[src/rtl/hazard_detection_unit_pkg.sv]
// Shared definitions for the load-use hazard detection unit and the
// pipeline control wiring around it.
package hazard_detection_unit_pkg;

  // Register-file address width (x0..x31).
  localparam int REG_ADDR_W = 5;

  // Default width of the stall-cycle performance counter.
  localparam int STALL_CNT_W = 32;

  // x0 is hardwired to zero, so a load targeting it never creates a dependency.
  localparam logic [REG_ADDR_W-1:0] REG_X0 = 5'd0;

  // Pipeline control bundle produced by the hazard unit.
  typedef struct packed {
    logic pc_we;       // 1 = PC may update
    logic ifid_we;     // 1 = IF/ID may update
    logic idex_flush;  // 1 = load a bubble into ID/EX
  } hazard_ctrl_t;

endpackage

[src/rtl/hazard_detection_unit_cmp.sv]
// Load-use comparator: flags when the load in EX writes a register that the
// instruction in ID reads. Kept separate so the forwarding logic can reuse it.
module hazard_detection_unit_cmp
  import hazard_detection_unit_pkg::*;
#(
  parameter int ADDR_W = REG_ADDR_W
) (
  input  logic [ADDR_W-1:0] rd,
  input  logic [ADDR_W-1:0] rs1,
  input  logic [ADDR_W-1:0] rs2,
  input  logic              mem_read,
  output logic              hazard
);

  logic rd_nonzero;
  logic src_match;

  // Purely combinational compare; the source-use of rs1/rs2 is not checked,
  // so the result is a conservative stall request.
  always_comb begin
    rd_nonzero = (rd != ADDR_W'(REG_X0));
    src_match  = (rd == rs1) || (rd == rs2);
    hazard     = mem_read && rd_nonzero && src_match;
  end

endmodule

[src/rtl/hazard_detection_unit.sv]
// Load-use hazard detection for the 5-stage pipeline. The stall controls are
// combinational from the ID/EX address inputs only; a small clocked block
// keeps a one-cycle-delayed copy of the hazard and a stall-cycle counter.
module hazard_detection_unit #(
  parameter int REG_ADDR_W  = hazard_detection_unit_pkg::REG_ADDR_W,
  parameter int STALL_CNT_W = hazard_detection_unit_pkg::STALL_CNT_W
) (
  input  logic                   clk_i,
  input  logic                   rst_i,
  input  logic [REG_ADDR_W-1:0]  ID_rs1_addr_i,
  input  logic [REG_ADDR_W-1:0]  ID_rs2_addr_i,
  input  logic [REG_ADDR_W-1:0]  EX_rd_addr_i,
  input  logic                   EX_MemRead_i,
  output logic                   PCWrite_en_o,
  output logic                   IF_ID_write_en_o,
  output logic                   ID_EX_flush_o,
  output logic                   stall_prev_o,
  output logic [STALL_CNT_W-1:0] stall_count_o
);

  import hazard_detection_unit_pkg::hazard_ctrl_t;

  logic         hazard;
  hazard_ctrl_t ctrl;

  hazard_detection_unit_cmp #(
    .ADDR_W (REG_ADDR_W)
  ) u_cmp (
    .rd       (EX_rd_addr_i),
    .rs1      (ID_rs1_addr_i),
    .rs2      (ID_rs2_addr_i),
    .mem_read (EX_MemRead_i),
    .hazard   (hazard)
  );

  // Freeze PC and IF/ID and bubble ID/EX while the hazard is present; no
  // clock or reset involvement so the controls are valid with the clock idle.
  always_comb begin
    ctrl.pc_we      = 1'b1;
    ctrl.ifid_we    = 1'b1;
    ctrl.idex_flush = 1'b0;
    if (hazard) begin
      ctrl.pc_we      = 1'b0;
      ctrl.ifid_we    = 1'b0;
      ctrl.idex_flush = 1'b1;
    end
  end

  assign PCWrite_en_o     = ctrl.pc_we;
  assign IF_ID_write_en_o = ctrl.ifid_we;
  assign ID_EX_flush_o    = ctrl.idex_flush;

  // Performance monitor: delayed hazard flag and wrapping stall-cycle count;
  // reset wins over an increment in the same cycle.
  always_ff @(posedge clk_i) begin
    if (rst_i) begin
      stall_prev_o  <= 1'b0;
      stall_count_o <= '0;
    end else begin
      stall_prev_o <= hazard;
      if (hazard) begin
        stall_count_o <= stall_count_o + 1'b1;
      end
    end
  end

endmodule

[config.mk]
export PLATFORM = sky130hd
export DESIGN_NAME = hazard_detection_unit
export DESIGN_NICKNAME = d
export VERILOG_FILES = /design/src/rtl/hazard_detection_unit_pkg.sv /design/src/rtl/hazard_detection_unit_cmp.sv /design/src/rtl/hazard_detection_unit.sv
export SDC_FILE = /design/constraint.sdc
export NUM_CORES = 1
export LEC_CHECK = 0
export ABC_CLOCK_PERIOD_IN_PS = 6500
export CAP_MARGIN = 20
export CORE_ASPECT_RATIO = 1.75
export CORE_MARGIN = 2
export CORE_UTILIZATION = 52
export CTS_CLUSTER_SIZE = 28
export DETAILED_ROUTE_END_ITERATION = 12
export PLACE_DENSITY = 0.86
export SYNTH_ARGS = -nofsm -noshare
export SYNTH_HDL_FRONTEND = slang
export SYNTH_SLANG_ARGS = --single-unit
[constraint.sdc]
create_clock -name clk_i -period 6.5 [get_ports clk_i]
set_clock_uncertainty 0.2 [all_clocks]
set_input_delay 1.3 -clock clk_i [delete_from_list [all_inputs] [get_ports clk_i]]
set_output_delay 1.3 -clock clk_i [all_outputs]
set_load 0.02 [all_outputs]
* Word-level counts from Yosys, hierarchy flattened
Cells that the tools add are included.
Widths: inputs -> output; s select.
** Operators by class
- Add/sub/neg operators :: 1
- Eq/ne operators :: 2
- Mux-type cells :: 1
- Reduce and logical (&&, ||, !) cells :: 4
** Operator list (number)
- $add 32x1->32 const B :: 1
- $eq 5x5->1 :: 2
- $reduce_bool 5->1 :: 1
- $mux 3 :: 1
- $logic_and 1x1->1 :: 2
- $logic_or 1x1->1 :: 1
** Word-level totals
- Bits in registers :: 33
- Output and inout port bits :: 36

* Logic depth before layout (Yosys ltp)
- Word-level depth :: 4
- Mapped depth :: 8
- Mapped depth without buffers :: 6

* Hierarchy
Synthesis repeated with hierarchy kept, for this count alone.
** Unflattened totals
- Cell total of the unflattened synthesis :: 203
- Area total of the unflattened synthesis :: 1731.7 um^2
** By module, submodules not included
- hazard_detection_unit :: instances 1, cells each 186, area each 1606.5 um^2, sequential area each 660.6 um^2
- hazard_detection_unit_cmp :: instances 1, cells each 17, area each 125.1 um^2, sequential area each 0.0 um^2

* Worst setup path before layout
Ideal clock, no wire load.
- Path type :: input-to-output
- From :: input EX_rd_addr_i[0]
- To :: output PCWrite_en_o
- Arrival time :: 2.731 ns
- Setup slack :: 2.269 ns
- Stages :: 6
- Buffers on the path :: 3
- Path through :: or4_1 > o21ai_2 > buf_2 > buf_2 > or2_2 > buf_4
** On the way
- Word-level cells in the longest chain between the ends :: 4
** Ends and longest elaborated chain
- from (decl) :: RTL line hazard_detection_unit.sv:12 : input logic [REG_ADDR_W-1:0] EX_rd_addr_i,
- $eq 5x5->1 or $reduce_bool 5->1 (tied branches) :: RTL line hazard_detection_unit_cmp.sv:22, hazard_detection_unit_cmp.sv:21
- $logic_or 1x1->1 or $logic_and 1x1->1 (tied branches) :: RTL line hazard_detection_unit_cmp.sv:22, hazard_detection_unit_cmp.sv:23
- $logic_and 1x1->1 * :: RTL line hazard_detection_unit_cmp.sv:23 : hazard = mem_read && rd_nonzero && src_match;
- $mux 3 * :: RTL line hazard_detection_unit.sv:42 : if (hazard) begin
- to (decl) :: RTL line hazard_detection_unit.sv:14 : output logic PCWrite_en_o,
Mark *: on every way between the ends. The rest lies on a longest branch, timed or not.

* Worst setup path after layout
Same ends and word-level chain as after synthesis.

==> flow_metrics.tcl <==
set metrics [dict create \
    cts_buffers 5 \
    syn_nets 250 \
    cts.clk_slew.worst_paths_ns 0.07 \
    die_w_um 50.2 \
    relSlewSlack_pct 61.7 \
    netlist.area_leader.share_pct 34.0 \
    tns_ns 0 \
    cts_setup_buffers 0 \
    clockRootBuffer "clkbuf_8" \
    cts_tree "built" \
    fill_cells 278 \
    drtAntennaViolNets 0 \
    path_max_fanout 32 \
    synthCells 231 \
    synth_area_leaders "dfxtp_1 (34%), or4_1 (8.9%), o31ai_1 (8.1%), a21oi_1 (8.0%), xor2_1 (4.5%)" \
    critPathKind "input pin to primary output" \
    initial_core_util_pct 54.0 \
    yosysUniqueCellTypes 38 \
    slew_violations 0 \
    worstPathRequired_ns 5.00 \
    rows 29 \
    die_h_um 84.8 \
    drive_above_1_share_pct 10.5 \
    timing.max_cap.violations 0 \
    first_iter_violations 69 \
    cp-start-kind "input pin" \
    ys_seq_area_share_pct 34.0 \
    endpoint_kind "primary output" \
    status "finished clean" \
    syn_area_um2 1940 \
    syn_avg_cell_area_um2 8.40 \
    area_growth_pct 32.4 \
    clock_path_buffers 2 \
    power_leakage_nw 0.743 \
    antenna_found_initial 0 \
    critPathArrivalTime_ns 3.59 \
    ioPinCount 54 \
    track_usage_pct 24.2 \
    max_freq_mhz 196 \
    finalSetupViolations 0 \
    cellPowerDensity_nw_per_um2 162 \
    yosysMostFrequentCell "dfxtp_1" \
    place.gp.congestion 0.845 \
    holdBufCountCts 0 \
    wl_um 5100 \
    cts_sinks 33 \
    synth_seq_cells 33 \
    ys.flop_type "dfxtp_1" \
    postPlaceCellArea_um2 2470 \
    wl_per_cell_um 15.8 \
    yosysWarnings 0 \
    vias_per_cell 6.38 \
    fin_nets 295 \
    drt_first_pass_iters 5 \
    grt_start_max_net_pins 62 \
    finalInstanceArea_um2 2570 \
    clkLatencyLatePin_ns 0.29 \
    dieArea_um2 4260 \
    coreArea_um2 3590 \
    finalHoldViolCount 0 \
    h-tree-depth 2 \
    netlist_top_cells_count "dfxtp_1 (33), a21oi_1 (31), or4_1 (23)" \
    antenna_cells 0 \
    grt_pass1_wl_um 8030 \
    cts_resized 0 \
    grt_pass1_vias 1785 \
    min_path_type "register to register" \
    post-route-drc-count 0 \
    synthArstFlopShare_pct 0 \
    rsz0062_at_grt "no" \
    whs_ns 0.287 \
    routed-via-count 2062 \
    dp_hpwl_um 3510 \
    fin_crit_sh_pct 78.4 \
    synth_edf_count 0 \
    io_buffers 53 \
    ir_drop_v 0.000158 \
    globalRouteOverflowTotal 0 \
    fin_crit_ns 5.09 \
    synth.largest_area_cell "dfxtp_1" \
    tightest_slew_ns 0.573 \
]
==> state kept, by name (all words and copies together), names as in the netlist <==
register	flops
stall_count_o	32
stall_prev_o	1
==> metal layers <==
layer  wire length [µm]  track usage (%)
met1               2040             26.6
met2               2650             41.5
met3                264             4.40
met4                148             15.4
met5                  0                0
==> cell usage in the layout, fill, tap and decap left out, types with 7 or more instances in the layout <==
master and count:
nand2_1 13, a21oi_1 31, xor2_1 10, clkdlybuf4s50_1 53
clkbuf_8 7, or4b_2 8, o41ai_1 8, o31ai_1 21
dfxtp_1 33, or4_1 23, nand3_1 13
==> logic make-up (layout without fill, tap and decap cells) <==
group                      Yosys count  count (layout)  synth area share [%]
adders and majority gates            1               1                 0.645
AOI/OAI and AO/OA                   66              66                  21.9
buffers and inverters               21              67                  4.84
and+or+nand+nor                    100             100                  34.1
DFF                                 33              33                  34.0
xor gates and xnor gates            10              10                  4.51
==> stage by stage <==
stage	instances	power [mW]	utilization, %	setup WS (ns)
CTS	323	0.418	71.5	1.41
floorplan	231	0.227	-	2.27
global route	323	0.428	71.5	1.31
finish	323	0.415	71.5	1.41
global placement	315	0.244	68.7	1.45
detailed placement	315	0.245	68.7	1.43
==> worst max-delay path: stages <==
cell and delay (ns):
clkdlybuf4s50_1 0.46, or4_1 0.58, o21ai_2 0.13, buf_4 0.29
or2_2 0.21, clkdlybuf4s50_1 0.61
==> worst paths after layout <==
path	startpoint	to	slack (ns)	depth (start not counted)
worst max register to register	stall_count_o[4]	stall_count_o[19]	3.73	5
worst min register to register	stall_count_o[31]	stall_count_o[31]	0.29	2
worst min-delay path	stall_count_o[31]	stall_count_o[31]	0.29	2
worst max-delay path	EX_rd_addr_i[0]	PCWrite_en_o	1.41	6
==> report_power, final <==
part	total [mW]	internal, mW	switching (mW)
Clock	0.175	0.0957	0.0790
Combinational	0.0377	0.0163	0.0213
Sequential	0.203	0.202	0.000376
Total	0.415	0.315	0.101
==> layout make-up <==
class                   count  area, µm²  share of cell area, %
clock buffers               7       96.3                   3.75
clock inverters             1       5.00                  0.195
multi-input cells         177       1190                   46.2
well taps                  46       57.6                   2.24
repair buffers             56        553                   21.5
inverters                   3       11.3                  0.438
flip-flops and latches     33        661                   25.7
Note: power is estimated with default switching activity, not from simulation.
